### src/rtl/mips_pkg.sv
// Shared MIPS-R2000 pipeline definitions: opcode constants, the NOP word,
// the fetch FSM state type and the PC increment.
package mips_pkg;

    localparam logic [5:0] OP_SPECIAL = 6'b000000;
    localparam logic [5:0] OP_J       = 6'b000010;
    localparam logic [5:0] OP_JAL     = 6'b000011;
    localparam logic [5:0] OP_BEQ     = 6'b000100;
    localparam logic [5:0] OP_BNE     = 6'b000101;
    localparam logic [5:0] OP_ADDIU   = 6'b001001;
    localparam logic [5:0] OP_LW      = 6'b100011;
    localparam logic [5:0] OP_SW      = 6'b101011;

    localparam logic [31:0] NOP_INST = 32'h0000_0000;
    localparam logic [31:0] PC_STEP  = 32'd4;

    typedef enum logic [1:0] {
        FETCH = 2'd0,
        FULL  = 2'd1,
        DRAIN = 2'd2
    } fetch_state_t;

endpackage

### src/rtl/fetch_skid_buf.sv
// One-entry {inst, pc} skid buffer. Catches a memory response that lands
// while the pipeline is stalled so the request does not have to be replayed.
module fetch_skid_buf
    import mips_pkg::*;
(
    input  logic        clk,
    input  logic        rst_n,
    input  logic        load,
    input  logic        unload,
    input  logic        clear,
    input  logic [31:0] inst_in,
    input  logic [31:0] pc_in,
    output logic        full,
    output logic [31:0] inst,
    output logic [31:0] pc
);

    logic        full_q, full_d;
    logic [31:0] inst_q, inst_d;
    logic [31:0] pc_q,   pc_d;

    // Next entry contents: clear wins, then unload, then load.
    always_comb begin
        full_d = full_q;
        inst_d = inst_q;
        pc_d   = pc_q;
        if (clear) begin
            full_d = 1'b0;
            inst_d = NOP_INST;
            pc_d   = '0;
        end else if (unload) begin
            full_d = 1'b0;
        end else if (load) begin
            full_d = 1'b1;
            inst_d = inst_in;
            pc_d   = pc_in;
        end
    end

    // Entry register.
    always_ff @(posedge clk or negedge rst_n) begin
        if (!rst_n) begin
            full_q <= 1'b0;
            inst_q <= NOP_INST;
            pc_q   <= '0;
        end else begin
            full_q <= full_d;
            inst_q <= inst_d;
            pc_q   <= pc_d;
        end
    end

    assign full = full_q;
    assign inst = inst_q;
    assign pc   = pc_q;

endmodule

### src/rtl/fetch_stage.sv
// MIPS-R2000 instruction fetch stage: owns the PC, issues single-outstanding
// instruction memory requests and holds the IF/ID register.
// Optional feature macro: FETCH_JUMP_EN (fetch resolves J-type jumps itself).
//
// state | meaning
// FETCH | request outstanding at PC; IF/ID loads response or a bubble
// FULL  | response caught during a stall sits in the skid buffer; no request
// DRAIN | redirect taken with request in flight; wait for ack, discard it
module fetch_stage
    import mips_pkg::*;
#(
    parameter logic [31:0] RESET_PC = 32'h0000_0000
) (
    input  logic        clk,
    input  logic        rst_n,
    input  logic        hold_pc,
    input  logic        hold_if,
    input  logic        br,
    input  logic [31:0] pc_branch,
    output logic        imem_req,
    output logic [31:0] imem_addr,
    input  logic        imem_ack,
    input  logic [31:0] imem_rdata,
    output logic [31:0] inst_out,
    output logic [31:0] pc,
    output logic        flush_id
);

    fetch_state_t state_q, state_d;
    logic [31:0]  fpc_q, fpc_d;
    logic [31:0]  redir_q, redir_d;
    logic [31:0]  inst_q, inst_d;
    logic [31:0]  ifid_pc_q, ifid_pc_d;
    logic         flush_q, flush_d;

    logic         stall;
    logic         jump;
    logic         redirect;
    logic [31:0]  br_tgt;
    logic [31:0]  jump_tgt;
    logic [31:0]  target;
    logic [31:0]  fpc_next;

    logic         skid_load, skid_unload, skid_clear, skid_full;
    logic [31:0]  skid_inst, skid_pc;

    // Low target bits are forced to zero, never used.
    logic         unused_br_lsbs;
    assign unused_br_lsbs = ^pc_branch[1:0];

    assign stall    = hold_pc | hold_if;
    assign br_tgt   = {pc_branch[31:2], 2'b00};
    assign fpc_next = fpc_q + PC_STEP;

`ifdef FETCH_JUMP_EN
    // A J sitting in a valid IF/ID slot redirects fetch; ifid_pc is already PC+4.
    assign jump     = (inst_q[31:26] == OP_J) && !flush_q;
    assign jump_tgt = {ifid_pc_q[31:28], inst_q[25:0], 2'b00};
`else
    assign jump     = 1'b0;
    assign jump_tgt = '0;
`endif

    // Branch from decode wins over a jump seen in IF/ID.
    assign redirect = (br | jump) & ~stall;
    assign target   = br ? br_tgt : jump_tgt;

    // Request side depends only on registered state.
    assign imem_req  = (state_q != FULL);
    assign imem_addr = fpc_q;

    fetch_skid_buf u_skid (
        .clk     (clk),
        .rst_n   (rst_n),
        .load    (skid_load),
        .unload  (skid_unload),
        .clear   (skid_clear),
        .inst_in (imem_rdata),
        .pc_in   (fpc_next),
        .full    (skid_full),
        .inst    (skid_inst),
        .pc      (skid_pc)
    );

    // Next-state, PC and IF/ID update.
    always_comb begin
        state_d     = state_q;
        fpc_d       = fpc_q;
        redir_d     = redir_q;
        inst_d      = inst_q;
        ifid_pc_d   = ifid_pc_q;
        flush_d     = flush_q;
        skid_load   = 1'b0;
        skid_unload = 1'b0;
        skid_clear  = 1'b0;

        case (state_q)
            FETCH: begin
                if (stall) begin
                    if (imem_ack) begin
                        skid_load = 1'b1;
                        fpc_d     = fpc_next;
                        state_d   = FULL;
                    end
                end else if (redirect) begin
                    inst_d  = NOP_INST;
                    flush_d = 1'b1;
                    if (imem_ack) begin
                        fpc_d = target;
                    end else begin
                        redir_d = target;
                        state_d = DRAIN;
                    end
                end else if (imem_ack) begin
                    inst_d    = imem_rdata;
                    ifid_pc_d = fpc_next;
                    flush_d   = 1'b0;
                    fpc_d     = fpc_next;
                end else begin
                    inst_d  = NOP_INST;
                    flush_d = 1'b1;
                end
            end

            FULL: begin
                if (!stall) begin
                    if (redirect) begin
                        skid_clear = 1'b1;
                        inst_d     = NOP_INST;
                        flush_d    = 1'b1;
                        fpc_d      = target;
                    end else begin
                        if (skid_full) begin
                            inst_d    = skid_inst;
                            ifid_pc_d = skid_pc;
                            flush_d   = 1'b0;
                        end
                        skid_unload = 1'b1;
                    end
                    state_d = FETCH;
                end
            end

            DRAIN: begin
                if (!stall) begin
                    inst_d  = NOP_INST;
                    flush_d = 1'b1;
                end
                if (redirect) begin
                    redir_d = target;
                end
                // The abandoned access completes even under a stall; its data
                // is discarded, so moving to the saved target is always safe.
                if (imem_ack) begin
                    fpc_d   = redirect ? target : redir_q;
                    state_d = FETCH;
                end
            end

            default: begin
                state_d = FETCH;
            end
        endcase
    end

    // State, PC, redirect and IF/ID registers.
    always_ff @(posedge clk or negedge rst_n) begin
        if (!rst_n) begin
            state_q   <= FETCH;
            fpc_q     <= RESET_PC;
            redir_q   <= '0;
            inst_q    <= NOP_INST;
            ifid_pc_q <= '0;
            flush_q   <= 1'b1;
        end else begin
            state_q   <= state_d;
            fpc_q     <= fpc_d;
            redir_q   <= redir_d;
            inst_q    <= inst_d;
            ifid_pc_q <= ifid_pc_d;
            flush_q   <= flush_d;
        end
    end

    assign inst_out = inst_q;
    assign pc       = ifid_pc_q;
    assign flush_id = flush_q;

endmodule

### config.mk
export PLATFORM = sky130hd
export DESIGN_NAME = fetch_stage
export DESIGN_NICKNAME = d
export VERILOG_FILES = /design/src/rtl/mips_pkg.sv /design/src/rtl/fetch_skid_buf.sv /design/src/rtl/fetch_stage.sv
export SDC_FILE = /design/constraint.sdc
export NUM_CORES = 1
export LEC_CHECK = 0
export CELL_PAD_IN_SITES_DETAIL_PLACEMENT = 1
export CELL_PAD_IN_SITES_GLOBAL_PLACEMENT = 1
export CORE_MARGIN = 2
export CORE_UTILIZATION = 43
export DETAILED_ROUTE_END_ITERATION = 7
export GPL_ROUTABILITY_DRIVEN = 1
export HOLD_SLACK_MARGIN = 0.03
export PLACE_DENSITY = 0.83
export SYNTH_ARGS = -nofsm -noshare
export SYNTH_HDL_FRONTEND = slang
export SYNTH_HIERARCHICAL = 1
export SYNTH_SLANG_ARGS = --single-unit
### constraint.sdc
create_clock -name clk -period 2.99 [get_ports clk]
set_input_delay 0.299 -clock clk [delete_from_list [all_inputs] [get_ports clk]]
set_output_delay 0.299 -clock clk [all_outputs]
set_load 0.01 [all_outputs]
Word-level counts from Yosys, hierarchy flattened
Cells that the tools add are included.

word-level totals
  output and inout bits = 98
  logic and storage cells = 107
  flip-flop bits (word level) = 196

operators by class
  equality and inequality tests = 20
  muxes and demuxes = 62
  reduce and logical (&&, ||, !) cells = 12
  add/subtract/negate cells = 1
  bitwise logic cells = 3

operators by type and width
  operator                                       number
  2-to-1 mux 32 bit                              31
  one-hot mux 32 bit (3 select lines)            2
  one-hot mux 32 bit (2 select lines)            2
  adder 32 x 3 -> 32 bit, second input constant  1
  != test 2 bit, second input constant           10
  2-to-1 mux 1 bit                               19
  AND reduction 5 bit                            3
  2-to-1 mux 2 bit                               6
  != test 3 bit, second input constant           3
  AND reduction 7 bit                            1
  != test 2 x 1 -> 1 bit, second input constant  3
  one-hot mux 2 bit (3 select lines)             1
  nonzero test 2 bit                             3
  nonzero test 3 bit                             2
  != test 4 bit, second input constant           1
  AND reduction 4 bit                            1
  != test 3 x 2 -> 1 bit, second input constant  1
  one-hot mux 1 bit (3 select lines)             1
  == test 2 x 1 -> 1 bit, second input constant  1
  == test 2 bit, second input constant           1
  zero test 2 bit                                1
  AND reduction 2 bit                            1
  bitwise AND 1 bit                              1
  inverter 1 bit                                 1
  bitwise OR 1 bit                               1

Depth between registers and ports, before layout
  depth in word-level cells = 8
  mapped depth = 11

Hierarchy
The synthesis kept the hierarchy.

modules (own cells, without submodules)
  module          instances  area each (um^2)  cells an instance
  fetch_stage     1          8,413.1           990
  fetch_skid_buf  1          3,478.3           295

Least setup slack after synthesis
No wires, ideal clock.

  path type = register to register
  from = reg state_q[1]
  to = reg u_skid.inst_q[10], in the netlist u_skid/inst[10]
  arrival time = 2.181 ns
  clock period less this slack = 2.301 ns
  stages on the path, launching flop included = 12
  slack = 0.689 ns
  path through = dfrtp_1 inv_1 ha_1 clkbuf_1 inv_1 buf_4 buf_6 nor3_1 buf_6 buf_2 nand4bb_1 o21ai_2

on the way
  cells in the longest elaborated chain, start to end = 4
  elaborated cells between the ends (all ways) = 9
  classes of those cells = eq/ne (2); mux (4); reduce/logical (3)

ends and longest elaborated chain
  element                                  RTL line              source
  start, declared                          fetch_stage.sv:29     fetch_state_t state_q, state_d;
  start signal, assigned                   fetch_stage.sv:176    state_q <= state_d;
  == test 2 x 1 -> 1 bit                   fetch_stage.sv:97     case (state_q)
  2-to-1 mux 1 bit                         fetch_stage.sv:97
  via skid_unload                          fetch_stage.sv:44     logic skid_load, skid_unload, skid_clear, skid_full;
  != test 2 x 1 -> 1 bit (no source line)  -
  AND reduction 2 bit (no source line)     -
  end signal, assigned                     fetch_skid_buf.sv:48  inst_q <= inst_d;
  end, declared                            fetch_skid_buf.sv:19  logic [31:0] inst_q, inst_d;

The timed path passes the listed nets, and every way through them passes these cells.
A chain may end at the register's enable or synchronous reset.

Worst setup path after layout
  from = reg state_q[1]
  to = reg inst_q[25], in the netlist inst_out[25]

on the way
  cells in the longest elaborated chain, start to end = 3
  elaborated cells between the ends (all ways) = 10
  classes of those cells = eq/ne (6); mux (1); reduce/logical (3)

ends and longest elaborated chain
  element                                                                RTL line            source
  == test 2 x 1 -> 1 bit, or another cell as far along                   fetch_stage.sv:97
  != test 3 x 2 -> 1 bit (no source line), or another cell as far along  -
  AND reduction 5 bit (no source line)                                   -
  end signal, assigned                                                   fetch_stage.sv:179  inst_q <= inst_d;
  end, declared                                                          fetch_stage.sv:32   logic [31:0] inst_q, inst_d;

Parallel ways exist; a longest one is shown, timed or not.

==> out/metrics.csv <==
metric,value,unit
status,finished clean,
met1 Usage GRT,0.3758,
Mean Syn Cell Area,9.254,sq um
Setup TNS,0,ns
met3 Use GR,0.04605,
GP Congestion,0.9488,
total CTS buffers,17,
"FFs w/ async S/R, synth",1.000,
met2 Track Usage GR,0.4489,
Routed WL,39350,um
dpl ws,0.2962,ns
yosys warns,6,
Slew @ Worst Pin,1.071,ns
HP Class,in -> async,
FF+latch area,4906,sq um
Gate power share,0.501,
initial antenna violation count,0,
layout cell share with drive strength beyond 1,0.1234,
leakage,0.005815,uW
syn_nets,1360,
Crit Path Class,reg -> reg,
RR Startpoint,state_q[1]$_DFFE_PN0P_,
Layout Nets,1472,
Diodes inserted,0,
XOR/XNOR Fraction of Synth Area,0.01684,
Pint,8194,uW
"Cell Area, Synth",11890,sq um
reg2reg end,inst_out[25]$_DFFE_PN0P_,
mux contribution to synthesized area,0.03146,
CP Capture Type,flop,
synthesized instance count,1285,
H-tree depth,4,
number of global-route vias before repair,11310,
IO Count,168,
clk slew on worst S/H paths,0.09,ns
first-pass GRT wire length,63080,um
"Period Utilization, post-route",0.8892,
clock skew,0.01471,ns
Layout Cells excl Fill,1751,
mean routed wirelength per cell,22.47,um
simple logic cell fraction of the synthesized area,0.2323,
RSZ-0062 raised after global routing,false,
clock root cell,clkbuf_16,
worst vdd ir,0.5490,mV
compound-cell area share of the yosys netlist,0.2282,
sequential power share,0.331,
hold-fix buffers at CTS,1,
power density cells,1008,nW/um^2
busiest grt layer,met2,
Final Setup Violations,0,
overall global routing resource usage,0.2750,
total gr overflow,0,
R2R setup slack,0.33,ns
Core Region,27030,sq um
number of enable flip-flop cells after synthesis,0,
clk_lat worst skew,0.45,ns
Iter 0 DRT Violations,1037,
reg2reg path depth,6,
Row Count,60,
"Seq/Total Area, Yosys",0.4126,
P_sw,6378,uW
clk sinks,196,
largest net degree at the start of global routing,78,
Post-CTS Setup Repair Bufs,0,
CTS tree,built,
Post-Synth Adder-Cell Area,0.005261,
via count,10920,
Sw Share,0.4377,
hpwl dp,26950,um
Final min period,2.659,ns
Critical Path RT,3.27,ns
PortBufs,165,
cell count after placement,1718,
Unique masters post-synth,76,
vias per cell,6.238,
fill cell count,3069,
largest family of logic cells by synthesized area,simple AND/OR/NAND/NOR gates,
Die X,170.3,um
clock buffer depth,2,
Multi-input gate area,6163,sq um
# DRC,0,
initial core utilization,0.4400,
Die Y,170.3,um
Max Cap Violations,0,
Final WS setup,0.3314,ns
post-cts resize count,0,
#FFs+latches synth,196,
Max Freq,376.1,MHz
antenna-violating nets left,0,
Startpoint Class,flop,
Worst slew margin,0.2859,
drt first pass iters,5,
crit path max fanout,66,
P&R area growth vs syn,21.60,%
"Top FF cell, synth",dfrtp_1,
clock network fraction of total power,0.168,
Final Hold Viols,0,
WP data arrival,2.93,ns
Max Transition Viols Final,0,
DIE AREA,29000,sq um
## cell usage in the layout (no fill, tap or decap), drive strengths merged, types with 40 or more instances in the layout
cell type,netlist,final
clkdlybuf4s50,0,164
dfrtp,195,195
nand2b,68,68
nor2,45,45
o21ai,159,159
inv,37,46
buf,56,56
a22oi,47,47
nand2,154,154
a21oi,40,40
nand4bb,65,65
## metrics by stage
| step | utilization | hold WS [ns] | area (sq um) | power, uW |
|---|---|---|---|---|
| final | 0.5350 | 0.4463 | 14460 | 14570 |
| after global routing | 0.5350 | 0.4769 | 14460 | 15500 |
| after CTS | 0.5350 | 0.4589 | 14460 | 14560 |
| after detailed placement | 0.5115 | 0.3873 | 13820 | 12040 |
| after global placement | 0.5115 | 0.3828 | 13820 | 11740 |
| after floorplan | - | 0.003409 | 11890 | 9050 |
## cell families after synthesis
| group | after synthesis |
|---|---|
| flops | 196 |
| xor+xnor | 22 |
| compound gates | 393 |
| mux | 35 |
| buf+inv | 166 |
| simple gates | 468 |
| fa+ha+maj | 5 |
## cell usage after synthesis, types with 19 or more instances
cell,instances,area (sq um)
clkbuf_1,69,259.0
buf_2,26,130.1
a21oi_1,40,200.2
o21ai_2,30,262.8
o21ai_1,34,170.2
a222oi_1,22,220.2
inv_1,37,138.9
nor2_1,45,168.9
nand3_1,27,135.1
nand2_1,154,578.1
a22oi_1,47,352.8
nand2b_1,68,425.4
nor3_1,20,100.1
dfrtp_1,195,4880
o21ai_0,95,475.5
mux2_2,19,214.0
a22o_1,24,210.2
nand4bb_1,65,732.0
## critical path: stages, from the launching register on
cell and delay, ns:
dfrtp_1 0.44, inv_1 0.13, ha_1 0.40, inv_1 0.26, o21ai_0 0.13, a21o_2 0.84
o21ai_0 0.24
## power groups by stage
stage	Clock (uW)	Combinational (uW)	Sequential, uW
after floorplan	0	4310	4740
after global placement	0	6990	4760
after detailed placement	0	7190	4840
after CTS	2480	7280	4800
after global routing	2580	7970	4960
final	2450	7300	4820
## sequential cells by signal, summed over array words and instances (netlist names)
signal / count
imem_addr: 32
redir_q: 32
flush_id: 1
inst_out: 32
pc: 32
u_skid/full: 1
u_skid/inst: 32
state_q: 2
u_skid/pc: 32
## per-layer routing
metal	part of all wire	wire (um)
met3	0.059	2330
met4	0.024	957
met5	0	0
met1	0.44	17480
met2	0.47	18590
## worst max-delay path by stage
stage | from | end | slack (ns) | depth (start not counted)
after floorplan | state_q[1]$_DFFE_PN0P_ | u_skid/inst[10]$_DFFE_PN0P_ | 0.69 | 11
after global placement | br | imem_addr[13]$_DFFE_PN0P_ | 0.36 | 7
after detailed placement | br | imem_addr[30]$_DFFE_PN0P_ | 0.30 | 7
after CTS | state_q[1]$_DFFE_PN0P_ | inst_out[22]$_DFFE_PN0P_ | 0.35 | 6
after global routing | state_q[1]$_DFFE_PN0P_ | inst_out[2]$_DFFE_PN0P_ | 0.09 | 6
final | state_q[1]$_DFFE_PN0P_ | inst_out[25]$_DFFE_PN0P_ | 0.33 | 6
## layout make-up
cell class,count,area share
Clock buffer,17,0.02942
Clock inverter,15,0.01393
Inverter,37,0.009605
Multi-Input combinational cell,923,0.4262
Sequential cell,196,0.3393
Tap cell,341,0.02951
Timing Repair Buffer,222,0.1520
(Power assumes the default switching activity.)
==> edit, RTL diff (same settings) <==
Take the reset off `pc_q` and load it in a clocked block of its own.
--- a/src/rtl/fetch_skid_buf.sv
+++ b/src/rtl/fetch_skid_buf.sv
@@ -42,12 +42,14 @@
         if (!rst_n) begin
             full_q <= 1'b0;
             inst_q <= NOP_INST;
-            pc_q   <= '0;
         end else begin
             full_q <= full_d;
             inst_q <= inst_d;
-            pc_q   <= pc_d;
         end
+    end
+
+    always_ff @(posedge clk) begin
+        pc_q <= pc_d;
     end
 
     assign full = full_q;
Function: not settled (the Yosys comparison gave no result); the edit may change what the design does.
==> edit against the unedited design <==
Total power decreased by 0.28%. Setup slack got worse by 0.073 ns. Area after synthesis about the same. Final area decreased by 0.54%. Sequential cell count unchanged. Fmax decreased by 2.7%. Wire length decreased by 1.5%. Via count decreased by 0.52%.
==> edit: results (changes against the unedited design) <==
| Metric | Value |
|---|---|
| Status | `complete, no violations (unchanged)` |
| Clock buffer cells | `18 (was 17)` |
| Met3 GRT Util | `0.0458 (was 0.0460)` |
| Slowest stage delay, CP | `0.54 ns (was 0.84 ns)` |
| Kind of cell adding the most delay to the critical path | `buffers and inverters (was compound AO/OA/AOI/OAI gates)` |
| Gr usage total | `0.268 (was 0.275)` |
| Initial DRC Count | `928 (was 1037)` |
| Met2 WL | `18500 um (was 18600 um)` |
| Worst Skew | `0.0137 ns (was 0.0147 ns)` |
| Bufs w/o clock | `216 (was 222)` |
| DP HPWL | `26100 um (was 27000 um)` |
| Worst Hold Class | `input pin to flip-flop (was input pin to asynchronous set/reset pin)` |
| Crit path arrival time | `2.43 ns (was 2.93 ns)` |
| Vias per Instance | `6.12 (was 6.24)` |
| Fill cells | `3085 (was 3069)` |
| Crit path max-delay cell type | `ha_1 (was a21o_2)` |
| H-tree depth | `4 (unchanged)` |
| CP Capture Point | `imem_req (was inst_out[25])` |
| Dpl cells | `1743 (was 1718)` |
| Critical path class | `flip-flop to output port (was flip-flop to flip-flop)` |
| Largest net degree at the start of global routing | `108 (was 78)` |
| Distinct cells, synth | `77 (was 76)` |
| M1 wire length | `17300 um (was 17500 um)` |
| Leak | `5.67 nW (was 5.81 nW)` |
| First-pass GRT wire length | `61700 um (was 63100 um)` |
| Worst ir drop on vdd | `764 uV (was 549 uV)` |
| Worst skew pair latency | `0.45 ns (about the same)` |
| Nets | `1466 (was 1472)` |
| Met1 Track Usage GR | `0.359 (was 0.376)` |
| Main area contributors after synthesis | `dfrtp_1 (34%), nand4bb_1 (6.1%), dfxtp_1 (5.4%), nand2_1 (4.9%), o21ai_2 (4.4%) (was dfrtp_1 (41%), nand4bb_1 (6.2%), nand2_1 (4.9%), o21ai_0 (4.0%), nand2b_1 (3.6%))` |
| Total Wirelength | `38800 um (was 39400 um)` |
| Met2 usage | `0.443 (was 0.449)` |
| Fraction of registers with async set/reset | `0.837 (was 1.00)` |
| Non-clk buf share | `0.150 (was 0.152)` |
| R2R Path End | `u_skid/inst[14] (was inst_out[25])` |
| Register area share after synthesis | `0.399 (was 0.413)` |
| Initial antenna violation count | `0 (unchanged)` |
| Sequential portion of the cell area | `0.330 (was 0.339)` |
| Vias | `10900 (about the same)` |
| Syn avg cell area | `9.26 um2 (was 9.25 um2)` |
| Met3 routed WL | `2230 um (was 2330 um)` |
-- edit: cell types whose count changed after synthesis, moves of 2 or more --
| cell | delta |
|---|---|
| o21ai_2 | +30 |
| dfrtp_1 | -32 |
| clkbuf_1 | +2 |
| dfxtp_1 | +32 |
| buf_8 | -3 |
| buf_2 | -6 |
| buf_6 | +3 |
| o21ai_0 | +4 |
| o21ai_1 | -34 |
| buf_12 | +4 |
-- edit: cell families (layout without fill, tap and decap cells) --
kind of cell | count (synthesis) | after routing | synth area share
adder cells (fa/ha/maj) | 5 | 5 | 0.00526
flip-flops | 196 | 196 | 0.399
AND/OR/NAND/NOR | 468 | 468 | 0.233
XOR/XNOR | 22 | 22 | 0.0168
multiplexers | 35 | 35 | 0.0314
AO/OA/AOI/OAI | 393 | 393 | 0.237
buffers and inverters | 166 | 285 | 0.0778
-- edit: where the power goes --
part           total [mW]  switching (mW)  internal [mW]
registers            4.84            1.03           3.81
logic                7.35            4.06           3.29
clock network        2.33            1.21           1.13
total                14.5            6.30           8.23
